<file path="config.mk">
export PLATFORM = sky130hd
export DESIGN_NAME = hazard_ctrl_unit_flat
export DESIGN_NICKNAME = d
export VERILOG_FILES = /design/src/rtl/hazard_pkg.sv /design/src/rtl/hazard_ctrl_unit_if.sv /design/src/rtl/hazard_cnt.sv /design/src/rtl/hazard_ctrl_unit.sv /design/src/flat_wrapper.sv
export SDC_FILE = /design/constraint.sdc
export NUM_CORES = 1
export LEC_CHECK = 0
export ABC_AREA = 0
export BUFFER_PORTS_ARGS = -buffer_cell sky130_fd_sc_hd__buf_4
export CAP_MARGIN = 20
export CORE_AREA = 2 2 39 41
export DETAILED_ROUTE_END_ITERATION = 8
export DIE_AREA = 0 0 41 43
export SLEW_MARGIN = 10
export SYNTH_ARGS = -nofsm -noshare
export SYNTH_HDL_FRONTEND = slang
export SYNTH_SLANG_ARGS = --single-unit
</file>
<file path="constraint.sdc">
create_clock -name clk_i -period 2.9 [get_ports clk_i]
set_input_delay 0.435 -clock clk_i [delete_from_list [all_inputs] [get_ports clk_i]]
set_output_delay 0.435 -clock clk_i [all_outputs]
set_load 0.05 [all_outputs]
</file>
<file path="src/rtl/hazard_pkg.sv">
// Shared types, default parameters and helpers for the pipeline hazard controller.
package hazard_pkg;

  // Stall sequencer states.
  typedef enum logic [0:0] {
    IDLE   = 1'b0,
    LSTALL = 1'b1
  } state_e;

  localparam int unsigned REG_AW_DEF         = 5;
  localparam int unsigned LOAD_STALL_DEF     = 1;
  localparam int unsigned MDU_LAT_DEF        = 4;
  localparam int unsigned BR_FLUSH_DEPTH_DEF = 1;

  // Counter width able to hold values 0..n.
  function automatic int unsigned cnt_w(input int unsigned n);
    return (n < 1) ? 1 : $clog2(n + 1);
  endfunction

  // Legal parameter ranges.
  function automatic bit params_ok(input int unsigned reg_aw, input int unsigned load_stall,
                                   input int unsigned mdu_lat, input int unsigned br_depth);
    return (reg_aw >= 1) && (load_stall >= 1) && (load_stall <= 3) &&
           (mdu_lat >= 1) && (mdu_lat <= 15) && (br_depth >= 1) && (br_depth <= 3);
  endfunction

endpackage

</file>
<file path="src/rtl/hazard_ctrl_unit_if.sv">
// ID-stage hazard signals: pipeline side (master) and hazard unit side (slave).
interface hazard_ctrl_unit_if
  import hazard_pkg::*;
#(
  parameter int unsigned REG_AW = REG_AW_DEF
) ();

  logic [REG_AW-1:0] id_rs_i;
  logic [REG_AW-1:0] id_rt_i;
  logic              id_uses_rs_i;
  logic              id_uses_rt_i;
  logic              id_is_mdu_i;
  logic              id_rd_hilo_i;
  logic              ex_memread_i;
  logic [REG_AW-1:0] ex_rt_i;
  logic              pc_src_i;

  logic              pc_write_o;
  logic              ifid_write_o;
  logic              if_flush_o;
  logic              id_flush_o;
  logic              ex_flush_o;
  logic              busy_o;

  modport master (
    output id_rs_i, id_rt_i, id_uses_rs_i, id_uses_rt_i, id_is_mdu_i, id_rd_hilo_i,
           ex_memread_i, ex_rt_i, pc_src_i,
    input  pc_write_o, ifid_write_o, if_flush_o, id_flush_o, ex_flush_o, busy_o
  );

  modport slave (
    input  id_rs_i, id_rt_i, id_uses_rs_i, id_uses_rt_i, id_is_mdu_i, id_rd_hilo_i,
           ex_memread_i, ex_rt_i, pc_src_i,
    output pc_write_o, ifid_write_o, if_flush_o, id_flush_o, ex_flush_o, busy_o
  );

endinterface

</file>
<file path="src/rtl/hazard_cnt.sv">
// Loadable down-counter that saturates at zero; load has priority over decrement.
module hazard_cnt #(
  parameter int unsigned W = 2
) (
  input  logic         clk,
  input  logic         rst,
  input  logic         load,
  input  logic [W-1:0] value,
  input  logic         dec,
  output logic [W-1:0] cnt,
  output logic         zero
);

  // Counter register with synchronous reset.
  always_ff @(posedge clk) begin
    if (rst) begin
      cnt <= '0;
    end else if (load) begin
      cnt <= value;
    end else if (dec && (cnt != '0)) begin
      cnt <= cnt - W'(1);
    end
  end

  assign zero = (cnt == '0);

endmodule

</file>
<file path="src/rtl/hazard_ctrl_unit.sv">
// Load-use / MDU stall and branch flush control for the 5-stage pipeline.
module hazard_ctrl_unit
  import hazard_pkg::*;
#(
  parameter int unsigned REG_AW         = REG_AW_DEF,
  parameter int unsigned LOAD_STALL     = LOAD_STALL_DEF,
  parameter int unsigned MDU_LAT        = MDU_LAT_DEF,
  parameter int unsigned BR_FLUSH_DEPTH = BR_FLUSH_DEPTH_DEF
) (
  input  logic               clk_i,
  input  logic               rst_i,
  hazard_ctrl_unit_if.slave  hz
);

  localparam int unsigned LCNT_W = cnt_w(LOAD_STALL);
  localparam int unsigned MCNT_W = cnt_w(MDU_LAT);

  localparam logic [REG_AW-1:0] REG_ZERO  = '0;
  localparam logic [LCNT_W-1:0] LCNT_INIT = LCNT_W'(LOAD_STALL - 1);
  localparam logic [LCNT_W-1:0] LCNT_ONE  = LCNT_W'(1);
  localparam logic [MCNT_W-1:0] MCNT_INIT = MCNT_W'(MDU_LAT);

  if (!params_ok(REG_AW, LOAD_STALL, MDU_LAT, BR_FLUSH_DEPTH)) begin : g_param_err
    $error("hazard_ctrl_unit: parameter out of range");
  end

  state_e             state;
  state_e             state_nxt;
  logic [LCNT_W-1:0]  lcnt;
  logic               lcnt_zero;
  logic               lcnt_load;
  logic [LCNT_W-1:0]  lcnt_val;
  logic               lcnt_dec;
  logic [MCNT_W-1:0]  mdu_cnt;
  logic               mdu_zero;
  logic               mdu_load;
  logic               load_hit;
  logic               mdu_hit;
  logic               stall;

  // Hazard detection; register 0 never creates a dependency.
  always_comb begin
    load_hit = hz.ex_memread_i && (hz.ex_rt_i != REG_ZERO) &&
               ((hz.id_uses_rs_i && (hz.id_rs_i == hz.ex_rt_i)) ||
                (hz.id_uses_rt_i && (hz.id_rt_i == hz.ex_rt_i)));
    mdu_hit  = !mdu_zero && (hz.id_is_mdu_i || hz.id_rd_hilo_i);
    stall    = (state == LSTALL) || load_hit || mdu_hit;
    mdu_load = hz.id_is_mdu_i && mdu_zero && !stall && !hz.pc_src_i;
  end

  // State register.
  always_ff @(posedge clk_i) begin
    if (rst_i) begin
      state <= IDLE;
    end else begin
      state <= state_nxt;
    end
  end

  // Next state and bubble counter control; a taken branch cancels any pending bubbles.
  always_comb begin
    state_nxt = state;
    lcnt_load = 1'b0;
    lcnt_val  = LCNT_INIT;
    lcnt_dec  = 1'b0;
    if (hz.pc_src_i) begin
      state_nxt = IDLE;
      lcnt_load = 1'b1;
      lcnt_val  = '0;
    end else begin
      case (state)
        IDLE: begin
          if (load_hit && (LOAD_STALL > 1)) begin
            state_nxt = LSTALL;
            lcnt_load = 1'b1;
          end
        end
        LSTALL: begin
          lcnt_dec = 1'b1;
          if ((lcnt == LCNT_ONE) || lcnt_zero) begin
            state_nxt = IDLE;
          end
        end
        default: state_nxt = IDLE;
      endcase
    end
  end

  // Outputs: reset, then branch, then stall, else free-running pipeline.
  always_comb begin
    hz.pc_write_o   = 1'b1;
    hz.ifid_write_o = 1'b1;
    hz.if_flush_o   = 1'b0;
    hz.id_flush_o   = 1'b0;
    hz.ex_flush_o   = 1'b0;
    hz.busy_o       = (state != IDLE) || !mdu_zero;
    if (rst_i) begin
      hz.pc_write_o   = 1'b0;
      hz.ifid_write_o = 1'b0;
      hz.if_flush_o   = 1'b1;
      hz.id_flush_o   = 1'b1;
      hz.ex_flush_o   = 1'b1;
      hz.busy_o       = 1'b0;
    end else if (hz.pc_src_i) begin
      hz.if_flush_o = 1'b1;
      hz.id_flush_o = (BR_FLUSH_DEPTH >= 2);
      hz.ex_flush_o = (BR_FLUSH_DEPTH == 3);
    end else if (stall) begin
      hz.pc_write_o   = 1'b0;
      hz.ifid_write_o = 1'b0;
      hz.id_flush_o   = 1'b1;
    end
  end

  // Remaining forced load bubbles.
  hazard_cnt #(.W(LCNT_W)) u_lcnt (
    .clk   (clk_i),
    .rst   (rst_i),
    .load  (lcnt_load),
    .value (lcnt_val),
    .dec   (lcnt_dec),
    .cnt   (lcnt),
    .zero  (lcnt_zero)
  );

  // Multiply/divide busy cycles; decrements every cycle regardless of stalls or branches.
  hazard_cnt #(.W(MCNT_W)) u_mdu_cnt (
    .clk   (clk_i),
    .rst   (rst_i),
    .load  (mdu_load),
    .value (MCNT_INIT),
    .dec   (1'b1),
    .cnt   (mdu_cnt),
    .zero  (mdu_zero)
  );

endmodule

</file>
<file path="src/flat_wrapper.sv">
// flat-port wrapper written by rule: the top's interface ports become plain ports
module hazard_ctrl_unit_flat import hazard_pkg::*;
#(
  parameter int unsigned REG_AW         = REG_AW_DEF,
  parameter int unsigned LOAD_STALL     = LOAD_STALL_DEF,
  parameter int unsigned MDU_LAT        = MDU_LAT_DEF,
  parameter int unsigned BR_FLUSH_DEPTH = BR_FLUSH_DEPTH_DEF
)
  (clk_i, rst_i, hz_id_rs_i, hz_id_rt_i, hz_id_uses_rs_i, hz_id_uses_rt_i, hz_id_is_mdu_i, hz_id_rd_hilo_i, hz_ex_memread_i, hz_ex_rt_i, hz_pc_src_i, hz_pc_write_o, hz_ifid_write_o, hz_if_flush_o, hz_id_flush_o, hz_ex_flush_o, hz_busy_o);
  hazard_ctrl_unit_if #(.REG_AW(REG_AW)) hz_i ();
  input  logic clk_i;
  input  logic rst_i;
  input wire logic [$bits(hz_i.id_rs_i)-1:0] hz_id_rs_i;
  input wire logic [$bits(hz_i.id_rt_i)-1:0] hz_id_rt_i;
  input wire logic [$bits(hz_i.id_uses_rs_i)-1:0] hz_id_uses_rs_i;
  input wire logic [$bits(hz_i.id_uses_rt_i)-1:0] hz_id_uses_rt_i;
  input wire logic [$bits(hz_i.id_is_mdu_i)-1:0] hz_id_is_mdu_i;
  input wire logic [$bits(hz_i.id_rd_hilo_i)-1:0] hz_id_rd_hilo_i;
  input wire logic [$bits(hz_i.ex_memread_i)-1:0] hz_ex_memread_i;
  input wire logic [$bits(hz_i.ex_rt_i)-1:0] hz_ex_rt_i;
  input wire logic [$bits(hz_i.pc_src_i)-1:0] hz_pc_src_i;
  output wire logic [$bits(hz_i.pc_write_o)-1:0] hz_pc_write_o;
  output wire logic [$bits(hz_i.ifid_write_o)-1:0] hz_ifid_write_o;
  output wire logic [$bits(hz_i.if_flush_o)-1:0] hz_if_flush_o;
  output wire logic [$bits(hz_i.id_flush_o)-1:0] hz_id_flush_o;
  output wire logic [$bits(hz_i.ex_flush_o)-1:0] hz_ex_flush_o;
  output wire logic [$bits(hz_i.busy_o)-1:0] hz_busy_o;
  assign hz_i.id_rs_i = hz_id_rs_i;
  assign hz_i.id_rt_i = hz_id_rt_i;
  assign hz_i.id_uses_rs_i = hz_id_uses_rs_i;
  assign hz_i.id_uses_rt_i = hz_id_uses_rt_i;
  assign hz_i.id_is_mdu_i = hz_id_is_mdu_i;
  assign hz_i.id_rd_hilo_i = hz_id_rd_hilo_i;
  assign hz_i.ex_memread_i = hz_ex_memread_i;
  assign hz_i.ex_rt_i = hz_ex_rt_i;
  assign hz_i.pc_src_i = hz_pc_src_i;
  assign hz_pc_write_o = hz_i.pc_write_o;
  assign hz_ifid_write_o = hz_i.ifid_write_o;
  assign hz_if_flush_o = hz_i.if_flush_o;
  assign hz_id_flush_o = hz_i.id_flush_o;
  assign hz_ex_flush_o = hz_i.ex_flush_o;
  assign hz_busy_o = hz_i.busy_o;
  hazard_ctrl_unit #(.REG_AW(REG_AW), .LOAD_STALL(LOAD_STALL), .MDU_LAT(MDU_LAT), .BR_FLUSH_DEPTH(BR_FLUSH_DEPTH)) u_core (.clk_i(clk_i), .rst_i(rst_i), .hz(hz_i));
endmodule
</file>
== Word-level counts from Yosys, hierarchy flattened ==
Index checks and enable logic that the tools add are counted.

* Latch bits: 0
* ROM bits: 0
* Register bits: 3
* Input port bits: 23
* Memories: 0
* Bits in writable memories: 0

* Add/sub/neg operators: 1
* Bitwise operators: 0
* $lt $le $gt $ge: 0
* Equal/unequal tests: 2
* Muxes and demuxes: 12
* Shift-type cells: 0
* Reductions and logical operators: 19
* Multiply operators: 0
* Divide/modulo/power cells: 0

{| class="wikitable"
|+ Operators by type and width
! kind !! number
|-
| $eq A5 B5 Y1 || 2
|-
| $mux W1 || 10
|-
| $logic_and A1 B1 Y1 || 8
|-
| $mux W3 || 2
|-
| $reduce_bool A5 Y1 || 1
|-
| $logic_not A1 Y1 || 3
|-
| $logic_not A3 Y1 || 1
|-
| $logic_or A1 B1 Y1 || 3
|-
| $reduce_bool A3 Y1 || 1
|-
| $sub A3 B1 Y3 const B || 1
|-
| $reduce_bool A2 Y1 || 1
|-
| $reduce_or A2 Y1 || 1
|}

== Logic depth before layout (Yosys ltp) ==
Gate-level depths: netlist of the first run.

* Depth after elaboration: 9
* Mapped depth: 8

== Cells and area by module ==
Synthesis of the first run repeated with hierarchy kept, for this count alone.

* Cell total of the unflattened synthesis: 61
* Area total of the unflattened synthesis: 481.7 um2

{| class="wikitable"
|+ Modules (own cells, without submodules)
! module !! instances !! cells an instance !! sequential area each (um2) !! area an instance (um2)
|-
| hazard_ctrl_unit || 1 || 36 || 20.0 || 251.5
|-
| hazard_cnt (u_core.u_mdu_cnt) || 1 || 21 || 60.1 || 182.7
|-
| hazard_cnt (u_core.u_lcnt) || 1 || 4 || 20.0 || 47.5
|}

== Worst setup path before layout of the first run ==
No wires, ideal clock.

* Kind: in2out
* Start: input hz_ex_rt_i[3]
* End: output hz_id_flush_o
* Stages: 4
* Setup slack: 0.179 ns
* Arrival time: 2.286 ns
* Required time: 2.465 ns
* Cells stage by stage: xor2_1 -> nor4_2 -> a32oi_1 -> o31ai_1

* Word-level cells in the longest chain between the ends: 8
* Elaborated cells on any way between the ends: 12
* Classes of those cells: eq/ne (2); mux (3); reduce/logical (7)

{| class="wikitable"
|+ Ends and longest elaborated chain
! what !! line !! text
|-
| from (decl) || flat_wrapper.sv:20 || <nowiki>input wire logic [$bits(hz_i.ex_rt_i)-1:0] hz_ex_rt_i;</nowiki>
|-
| $eq A5 B5 Y1, on equally long branches || hazard_ctrl_unit.sv:44, hazard_ctrl_unit.sv:45 ||
|-
| $logic_and A1 B1 Y1, on equally long branches || hazard_ctrl_unit.sv:44, hazard_ctrl_unit.sv:45 ||
|-
| $logic_or A1 B1 Y1 || hazard_ctrl_unit.sv:44 || <nowiki>((hz.id_uses_rs_i && (hz.id_rs_i == hz.ex_rt_i)) ||</nowiki>
|-
| $logic_and A1 B1 Y1 (*) || hazard_ctrl_unit.sv:43 || <nowiki>load_hit = hz.ex_memread_i && (hz.ex_rt_i != REG_ZERO) &&</nowiki>
|-
| $logic_or A1 B1 Y1 (*) || hazard_ctrl_unit.sv:47 || <nowiki>stall = (state == LSTALL) || load_hit || mdu_hit;</nowiki>
|-
| $mux W1 (*) || hazard_ctrl_unit.sv:108 || <nowiki>end else if (stall) begin</nowiki>
|-
| $mux W1 (*) || hazard_ctrl_unit.sv:104 || <nowiki>end else if (hz.pc_src_i) begin</nowiki>
|-
| $mux W1 (*) || hazard_ctrl_unit.sv:97 || <nowiki>if (rst_i) begin</nowiki>
|-
| to (decl) || flat_wrapper.sv:25 || <nowiki>output wire logic [$bits(hz_i.id_flush_o)-1:0] hz_id_flush_o;</nowiki>
|}

Mark *: on every way between the ends. The rest lies on a longest branch, timed or not.

== Final worst setup path of the first run ==
* Start: input hz_ex_rt_i[3]
* End: output hz_pc_write_o

* Word-level cells in the longest chain between the ends: 8
* Elaborated cells on any way between the ends: 12
* Classes of those cells: eq/ne (2); mux (3); reduce/logical (7)

{| class="wikitable"
|+ Ends and longest elaborated chain
! what !! line !! text
|-
| $eq A5 B5 Y1, on equally long branches || hazard_ctrl_unit.sv:44, hazard_ctrl_unit.sv:45 ||
|-
| $logic_and A1 B1 Y1, on equally long branches || hazard_ctrl_unit.sv:44, hazard_ctrl_unit.sv:45 ||
|-
| $logic_or A1 B1 Y1 || hazard_ctrl_unit.sv:44 ||
|-
| $logic_and A1 B1 Y1 (*) || hazard_ctrl_unit.sv:43 ||
|-
| $logic_or A1 B1 Y1 (*) || hazard_ctrl_unit.sv:47 ||
|-
| $mux W1 (*) || hazard_ctrl_unit.sv:108 ||
|-
| $mux W1 (*) || hazard_ctrl_unit.sv:104 ||
|-
| $mux W1 (*) || hazard_ctrl_unit.sv:97 ||
|-
| to (decl) || flat_wrapper.sv:22 || <nowiki>output wire logic [$bits(hz_i.pc_write_o)-1:0] hz_pc_write_o;</nowiki>
|}

Marked as above.

==> results.yml, run 1 <==
logic_synthesis:
  synthTopCellsByArea: "xor2_1 16%, dfxtp_1 14%, ha_1 8.8%"
  synth_top_flop_cell: "dfxtp_1"
  synthArstFlopShare: 0
  synth_edf_count: 0
  syn_area_um2: 427.9
  syn_avg_cell_area_um2: 8.229
  ys_ff_latch: 3
  syn-num-nets: 78
  synth-seq-area-share: 0.1404
  synth_cell_types: 27
  post-synth-top-area-fraction: 0.1637
  synth_top_cell_by_area: "xor2_1"
  syn_inst: 52
  synth_common_cells: "8 x xor2_1, 5 x nor2_1, 4 x inv_1"
  synth.most_common_cell: "xor2_1"
  yosys_warnings: 0
clocking:
  path_clk_slew_ns: 0.03
  root_buffer: "clkbuf_4"
  cts.sinks: 3
  postCtsSetupBuffers: 0
  cts_made_buffers: 3
  clk_latency_ns: 0.23
  htreeDepth: 1
  clockBufferDepth: 2
  cts_tree: "built"
  cts.repair.resized: 0
  hold_buffers: 0
routing:
  routedWlPerCell_um: 9.448
  met3_length_um: 98
  drtPass1Iterations: 1
  drc: 0
  drt_wl_total_um: 907
  vias: 448
  via_per_inst: 4.667
  drtIter0Drc: 0
  antenna_left: 0
  dr.max_layer_used: "met3"
  wl_met2_um: 438
  drt-met1-wl_um: 370
worst_setup_path:
  cp.required_ns: 2.47
  path_cells: "buf_4 > xor2_1 > nor4_2 > a32oi_1 > o31a_1 > buf_4"
  cp_data_arrival_time_ns: 1.75
  critPathKind: "in2out"
  reg2reg_from: "u_core.u_mdu_cnt.cnt[0]$_SDFFE_PP0P_"
  reg2reg_depth: 6
  crit_path_start: "hz_ex_rt_i[3]"
  cp-end-kind: "primary output"
  worstPathMaxFanout: 5
  r2r-end: "u_core.u_mdu_cnt.cnt[2]$_SDFFE_PP0P_"
  rrSetupSlack_ns: 1.32
  crit_top_cell: "buf_4"
  cpPeakStageDelay_ns: 0.35
  cp-start-kind: "input port"
  critPathCapture: "hz_pc_write_o"
  crit_path_top_delay_cell: "o31a_1"
power:
  ir_drop_mv: 0.2872
  powerDensity_nw_per_um2: 593.0
  p_leak_nw: 0.3145
floorplanning:
  initial_core_util: 0.3092
  num_rows: 14
  die_x_um: 41
  fp.dieArea_um2: 1763
  die_h_um: 43
  boundaryPins: 29
  core_um2: 1384
cells_and_area:
  nFillCells: 141
  top_regs: "u_core.u_mdu_cnt.cnt: 3 flops"
  finish.net_count: 107
  largest_reg_flops: 3
  drive_gt1_frac: 0.4625
  area_delta_synth_final_pct: 54.68
  diodes: 0
  top_register: "u_core.u_mdu_cnt.cnt"
sta:
  hold_slack_ns: 0.4758
  rsz0062_at_grt: "false"
  final-setup-viol-count: 0
  worstMarginPinSlew_ns: 0.4916
  final-max-slew-violation-count: 0
  hold_viol: 0
  fmax_mhz: 457.0
  skew_ns: 0.001153
  timing.final.crit_share: 0.7546
  max_slew_margin: 0.6723
  final.setup.tns_ns: 0
  period_needed_ns: 2.188
outcome:
  status: "finished, final reports clean"
place:
  gp_congestion: 0.6557
  post-dp-hpwl_um: 802.9
  portBuffers: 28
grt:
  grt_start_max_net_pins: 11
  grt_overflow: 0
  grt_first_pass_wirelength_mm: 1.455
  antenna_found_initial: 0
  grt_pass1_vias: 376
  grt_use_total: 0.1202
min_path:
  hp-class: "in2reg"
flow_run:
  cap_viol_max_count: 0
==> worst max-delay path, delay by kind of cell <==
family / cells / cell delay (ns)
compound gates: 2 / 0.59
buf+inv: 2 / 0.31
simple gates: 1 / 0.26
xor+xnor: 1 / 0.16
==> layout make-up <==
type | instances | area [um^2] | share of cell area
Inverter | 4 | 15.01 | 0.02268
Clock buffer | 4 | 26.28 | 0.03970
Multi-Input combinational cell | 41 | 330.3 | 0.4991
Sequential cell | 3 | 60.06 | 0.09074
Tap cell | 16 | 20.02 | 0.03025
Timing Repair Buffer | 28 | 210.2 | 0.3176
==> cell usage in the layout, fill, tap and decap left out, types with 2 or more instances in the layout <==
| cell | synthesis | routed |
|---|---|---|
| dfxtp_1 | 3 | 3 |
| nor2_1 | 5 | 5 |
| o31ai_1 | 2 | 2 |
| ha_1 | 3 | 3 |
| clkbuf_4 | 0 | 3 |
| buf_4 | 2 | 28 |
| xor2_1 | 8 | 8 |
| inv_1 | 4 | 4 |
| xnor2_1 | 2 | 2 |
| nor2b_1 | 2 | 2 |
| nor3_1 | 3 | 3 |
==> metal layers <==
metal / track usage / up-vias
met1: 0.1438 / 190
met3: 0.08377 / 0
li1: - / 236
met4: 0 / 0
met2: 0.1844 / 22
met5: 0 / -
==> worst min path at each step <==
stage,end,slack (ns),startpoint,cells after the start
4_1_cts,u_core.u_mdu_cnt.cnt[0]$_SDFFE_PP0P_,0.47,rst_i,2
2_1_floorplan,u_core.u_mdu_cnt.cnt[0]$_SDFFE_PP0P_,0.49,u_core.u_mdu_cnt.cnt[0]$_SDFFE_PP0P_,2
3_5_place_dp,u_core.u_mdu_cnt.cnt[0]$_SDFFE_PP0P_,0.52,u_core.u_mdu_cnt.cnt[0]$_SDFFE_PP0P_,2
3_3_place_gp,u_core.u_mdu_cnt.cnt[0]$_SDFFE_PP0P_,0.52,u_core.u_mdu_cnt.cnt[0]$_SDFFE_PP0P_,2
6_report,u_core.u_mdu_cnt.cnt[0]$_SDFFE_PP0P_,0.48,rst_i,2
5_1_grt,u_core.u_mdu_cnt.cnt[0]$_SDFFE_PP0P_,0.46,rst_i,2
==> per-stage QoR <==
| stage | instance area, um^2 | worst slack, ns | utilization | std cells | total power [mW] |
|---|---|---|---|---|---|
| detailed placement | 635.6 | 0.6972 | 0.4593 | 92 | 0.3258 |
| global placement | 635.6 | 0.7137 | 0.4593 | 92 | 0.3234 |
| floorplan | 427.9 | 0.1794 | - | 52 | 0.2552 |
| finish | 661.9 | 0.7116 | 0.4783 | 96 | 0.3925 |
| CTS | 661.9 | 0.6958 | 0.4783 | 96 | 0.4025 |
| global route | 661.9 | 0.5463 | 0.4783 | 96 | 0.4351 |
==> report_power, final <==
| part | total, mW | switching, mW | internal [mW] |
|---|---|---|---|
| Sequential | 0.0657 | 0.00718 | 0.0585 |
| Combinational | 0.255 | 0.145 | 0.110 |
| Clock | 0.0719 | 0.0204 | 0.0515 |
==> kinds of logic (layout without fill, tap and decap cells) <==
logic type / Yosys count / after routing / share of synthesized area
flops: 3 / 3 / 0.1404
xor+xnor: 10 / 10 / 0.2047
simple gates: 17 / 17 / 0.2368
fa+ha+maj: 3 / 3 / 0.08773
compound gates: 11 / 11 / 0.2427
buf+inv: 8 / 36 / 0.08771
(Power assumes the default switching activity.)
==> run 2: changes to the inputs <==
--- a/config.mk
+++ b/config.mk
@@ -5,12 +5,13 @@
 export SDC_FILE = /design/constraint.sdc
 export NUM_CORES = 1
 export LEC_CHECK = 0
-export ABC_AREA = 0
+export ABC_AREA = 1
 export BUFFER_PORTS_ARGS = -buffer_cell sky130_fd_sc_hd__buf_4
 export CAP_MARGIN = 20
 export CORE_AREA = 2 2 39 41
 export DETAILED_ROUTE_END_ITERATION = 8
 export DIE_AREA = 0 0 41 43
+export PLACE_DENSITY = 0.68
 export SLEW_MARGIN = 10
 export SYNTH_ARGS = -nofsm -noshare
 export SYNTH_HDL_FRONTEND = slang
==> constraint.sdc (replaced) <==
create_clock -name clk_i -period 2.1 [get_ports clk_i]
set_input_delay 0.315 -clock clk_i [delete_from_list [all_inputs] [get_ports clk_i]]
set_output_delay 0.315 -clock clk_i [all_outputs]
set_load 0.05 [all_outputs]
==> results.yml, run 2 <==
clocking:
  htreeDepth: 1
  cts.sinks: 3
  clk_latency_ns: 0.23
  cts_tree: "built"
  cts_made_buffers: 3
  clockBufferDepth: 2
  root_buffer: "clkbuf_4"
  path_clk_slew_ns: 0.04
sta:
  worstMarginPinSlew_ns: 0.1883
  period_needed_ns: 1.962
  final-setup-viol-count: 0
  max_slew_margin: 0.8736
  hold_slack_ns: 0.2965
  hold_viol: 0
  final-max-slew-violation-count: 0
  skew_ns: 0.0007302
  fmax_mhz: 509.6
  timing.final.crit_share: 0.9345
  rsz0062_at_grt: "false"
  final.setup.tns_ns: 0
logic_synthesis:
  synth_cell_types: 18
  synth-seq-area-share: 0.1277
  yosys_warnings: 0
  syn_avg_cell_area_um2: 5.286
  syn_area_um2: 470.5
  synth.most_common_cell: "nand2_1"
  ys_ff_latch: 3
  syn-num-nets: 115
  synthTopCellsByArea: "nand2_1 27%, dfxtp_1 13%, inv_1 13%"
  post-synth-top-area-fraction: 0.2713
  synth_common_cells: "34 x nand2_1, 16 x inv_1, 9 x nor2_1"
  synthArstFlopShare: 0
  synth_top_cell_by_area: "nand2_1"
  syn_inst: 89
  synth_top_flop_cell: "dfxtp_1"
  synth_edf_count: 0
cells_and_area:
  largest_reg_flops: 3
  top_register: "u_core.u_mdu_cnt.cnt"
  top_regs: "u_core.u_mdu_cnt.cnt: 3 flops"
  diodes: 0
  finish.net_count: 146
  layout_common_cells: "34 x nand2_1, 28 x buf_4, 16 x inv_1"
  area_delta_synth_final_pct: 56.12
  final_common_cell: "nand2_1"
  drive_gt1_frac: 0.3866
  final_util: 0.5307
floorplanning:
  die_h_um: 43
  initial_core_util: 0.3400
  core_um2: 1384
  fp.dieArea_um2: 1763
  num_rows: 14
  die_x_um: 41
  boundaryPins: 29
grt:
  grt_overflow: 0
  grt_pass1_vias: 542
  grt_first_pass_wirelength_mm: 1.897
  grt_use_total: 0.1556
  antenna_found_initial: 0
  grt_start_max_net_pins: 7
power:
  p_int_mw: 0.3052
  ir_drop_mv: 0.2963
  p_seq_frac: 0.157
  pwr-share-comb: 0.664
  finalPower_mw: 0.5736
  p_clk_frac: 0.179
  p_leak_nw: 0.4597
  switchingPower_mw: 0.2684
  powerDensity_nw_per_um2: 781.0
  switching_share: 0.4680
worst_setup_path:
  cp-start-kind: "flip-flop"
  cp-end-kind: "primary output"
  cp.required_ns: 1.78
  cp_data_arrival_time_ns: 1.65
  worstPathMaxFanout: 6
  critPathKind: "reg2out"
  reg2reg_from: "u_core.u_mdu_cnt.cnt[0]$_SDFFE_PP0P_"
  crit_path_start: "u_core.u_mdu_cnt.cnt[0]$_SDFFE_PP0P_"
routing:
  drt_wl_total_mm: 1.110
  drtIter0Drc: 12
  drc: 0
  drtPass1Iterations: 2
  vias: 584
  routedWlPerCell_um: 8.222
  antenna_left: 0
  via_per_inst: 4.326
place:
  post-dp-hpwl_um: 934.8
  gp_congestion: 0.6680
  portBuffers: 28
flow_run:
  cap_viol_max_count: 0
min_path:
  hp-class: "in2reg"
  hold_start: "rst_i"
outcome:
  status: "finished, final reports clean"
run 2: cell types whose count changed after synthesis, sizes merged, moves of 2 or more:
cell / delta
o31ai: -2
nor2: +7
nor4: -2
nand2: +35
inv: +18
nand3: +3
clkbuf: -2
xnor2: -2
o21ai: +3
xor2: -7
nor3: -3
nor2b: -2
run 2: worst paths after layout:
kind                                           to  slack, ns  depth (start not counted)
max                                 hz_id_flush_o       0.14                          9
min reg2reg  u_core.u_mdu_cnt.cnt[1]$_SDFFE_PP0P_       0.52                          2
max reg2reg  u_core.u_mdu_cnt.cnt[1]$_SDFFE_PP0P_       0.83                          8
min          u_core.u_mdu_cnt.cnt[2]$_SDFFE_PP0P_       0.30                          2
run 2: stage by stage:
step / cell area (um^2) / setup slack (ns) / cells
after floorplan: 478.0 / 0.1077 / 89
after CTS: 719.4 / 0.02089 / 135
final: 734.5 / 0.1376 / 135
after global routing: 734.5 / 0.007773 / 135
after global placement: 693.2 / 0.3470 / 131
after detailed placement: 693.2 / 0.2821 / 131
run 2: cell families after synthesis:
logic type	after synthesis	share of synthesized area
compound gates	6	0.07180
xor+xnor	1	0.01862
fa+ha+maj	3	0.07980
buf+inv	24	0.2074
flops	3	0.1277
simple gates	52	0.4947
run 2: power groups by stage:
stage | Sequential (mW) | Clock [mW] | Combinational, mW
finish | 0.0902 | 0.103 | 0.381
global placement | 0.0906 | 0 | 0.347
global route | 0.0940 | 0.117 | 0.427
CTS | 0.0903 | 0.107 | 0.357
floorplan | 0.0893 | 0 | 0.261
detailed placement | 0.0907 | 0 | 0.353
run 2: metal layers:
layer / up-vias / track usage / wire length (um)
li1: 316 / - / -
met1: 246 / 0.1672 / 446
met2: 22 / 0.2625 / 568
met3: 0 / 0.06806 / 95
met4: 0 / 0.04000 / 0
met5: - / 0 / 0
run 2: final cells by class:
type,count,area (um^2)
Multi-Input combinational cell,62,335.3
Timing Repair Buffer,28,210.2
Clock buffer,4,26.28
Tap cell,16,20.02
Inverter,22,82.58
Fill cell,140,649.4
Sequential cell,3,60.06
run 2: repair_timing:
item | 4_1_cts | 5_1_grt
endpoints found under the setup margin | 0 | 3
gates resized for setup | 0 | 3
endpoints found under the hold margin | 0 | 0
setup buffers | 0 | 0
hold buffers | 0 | 0
run 2: critical path, cell delays in order (launching register included):
cell     delay [ns]
dfxtp_1        0.31
inv_1          0.06
ha_2           0.20
ha_4           0.17
inv_1          0.06
o21ai_1        0.12
nand2_1        0.12
a21oi_4        0.16
inv_2          0.04
buf_4          0.18
==> run 3: changes to the inputs <==
--- a/config.mk
+++ b/config.mk
@@ -12,6 +12,8 @@
 export DETAILED_ROUTE_END_ITERATION = 8
 export DIE_AREA = 0 0 41 43
 export PLACE_DENSITY = 0.68
+export SETUP_SLACK_MARGIN = 0.15
+export SKIP_CTS_REPAIR_TIMING = 1
 export SLEW_MARGIN = 10
 export SYNTH_ARGS = -nofsm -noshare
 export SYNTH_HDL_FRONTEND = slang
==> constraint.sdc (replaced) <==
create_clock -name clk_i -period 2.4 [get_ports clk_i]
set_input_delay 0.36 -clock clk_i [delete_from_list [all_inputs] [get_ports clk_i]]
set_output_delay 0.36 -clock clk_i [all_outputs]
set_load 0.05 [all_outputs]
==> results.yml, run 3 (synthesis gave the netlist of run 2 again) <==
outcome:
  status: "finished, final reports clean"
grt:
  grt_first_pass_wirelength_mm: 1.738
  antenna_found_initial: 0
  grt_overflow: 0
  grt_start_max_net_pins: 7
  grt_pass1_vias: 495
  grt_use_total: 0.1424
floorplanning:
  num_rows: 14
  die_h_um: 43
  die_x_um: 41
  core_um2: 1384
  initial_core_util: 0.3400
  fp.dieArea_um2: 1763
  boundaryPins: 29
power:
  ir_drop_mv: 0.2283
  p_leak_nw: 0.4573
  powerDensity_nw_per_um2: 665.2
place:
  gp_congestion: 0.6501
  pre_cts_slack_ns: 0.4973
  portBuffers: 28
  dp.cells: 131
  post-dp-hpwl_um: 928.4
clocking:
  root_buffer: "clkbuf_4"
  htreeDepth: 1
  cts_tree: "built"
  path_clk_slew_ns: 0.04
  clockBufferDepth: 2
  cts_made_buffers: 3
  clk_latency_ns: 0.23
  cts.sinks: 3
routing:
  antenna_left: 0
  drc: 0
  routedWlPerCell_um: 7.578
  vias: 567
  drtPass1Iterations: 2
  drtIter0Drc: 2
  via_per_inst: 4.200
  drt_wl_total_mm: 1.023
worst_setup_path:
  cp_top_family: "adder cells"
  cp-start-kind: "flip-flop"
  cp.required_ns: 2.04
  crit_top_cell: "inv_1"
  critPathKind: "reg2out"
  reg2reg_depth: 7
  cp_num_cells: 8
  cpPeakStageDelay_ns: 0.31
  worstPathMaxFanout: 6
  critPathBufInv: 3
  path_cells: "inv_1 > ha_1 > ha_2 > inv_1 > o21ai_1 > nand2_1 > a21oi_2 > buf_4"
  cp_data_arrival_time_ns: 1.74
  cp-end-kind: "primary output"
  crit_path_top_delay_cell: "dfxtp_1"
cells_and_area:
  diodes: 0
  layout_common_cells: "34 x nand2_1, 28 x buf_4, 16 x inv_1"
  largest_reg_flops: 3
  finalNonFillerCells: 135
  finish.net_count: 146
  drive_gt1_frac: 0.3782
  area_delta_synth_final_pct: 51.86
  final_util: 0.5163
  final_common_cell: "nand2_1"
  top_register: "u_core.u_mdu_cnt.cnt"
  top_regs: "u_core.u_mdu_cnt.cnt: 3 flops"
sta:
  hold_viol: 0
  skew_ns: 0.001099
  max_slew_margin: 0.8489
  hold_slack_ns: 0.3379
  final-setup-viol-count: 0
  final.setup.tns_ns: 0
  fmax_mhz: 476.1
  finalWorstSetupSlack_ns: 0.2998
  rsz0062_at_grt: "false"
  period_needed_ns: 2.100
  final-max-slew-violation-count: 0
  worstMarginPinSlew_ns: 0.2252
  timing.final.crit_share: 0.8751
min_path:
  hold_depth: 2
  hp-class: "in2reg"
flow_run:
  cap_viol_max_count: 0
==> run 3: cell counts in the layout (fill, tap and decap cells not counted) <==
No cell type changed its count.
==> run 3: final timing paths <==
path / end / start / slack, ns
worst max-delay path: hz_pc_write_o / u_core.u_mdu_cnt.cnt[0]$_SDFFE_PP0P_ / 0.30
worst min-delay path: u_core.u_mdu_cnt.cnt[2]$_SDFFE_PP0P_ / rst_i / 0.34
worst max register to register: u_core.u_mdu_cnt.cnt[2]$_SDFFE_PP0P_ / u_core.u_mdu_cnt.cnt[0]$_SDFFE_PP0P_ / 1.07
worst min register to register: u_core.u_mdu_cnt.cnt[1]$_SDFFE_PP0P_ / u_core.u_mdu_cnt.cnt[1]$_SDFFE_PP0P_ / 0.53
==> run 3: where the power goes <==
part	total [mW]	internal, mW	switching, mW
Clock	0.0886	0.0623	0.0263
Combinational	0.307	0.118	0.189
Sequential	0.0792	0.0697	0.00948
==> run 3: per-layer routing <==
layer,share of wire,vias up,global-route usage
met2,0.56,18,0.2375
met3,0.054,0,0.03665
li1,-,315,-
met4,0,0,0.08000
met1,0.38,234,0.1506
met5,0,-,0
==> run 3: per-stage QoR <==
step	instance area (um^2)	power, mW
4_1_cts	711.9	0.4794
6_report	714.4	0.4752
2_1_floorplan	470.5	0.3014
5_1_grt	714.4	0.5257
3_3_place_gp	685.7	0.3786
3_5_place_dp	685.7	0.3870
==> run 3: area by class of cell <==
cell class,count,area (um^2)
inverters,22,82.58
repair buffers,28,210.2
clock buffers,4,26.28
flip-flops and latches,3,60.06
fillers,152,669.4
multi-input cells,62,315.3
well taps,16,20.02
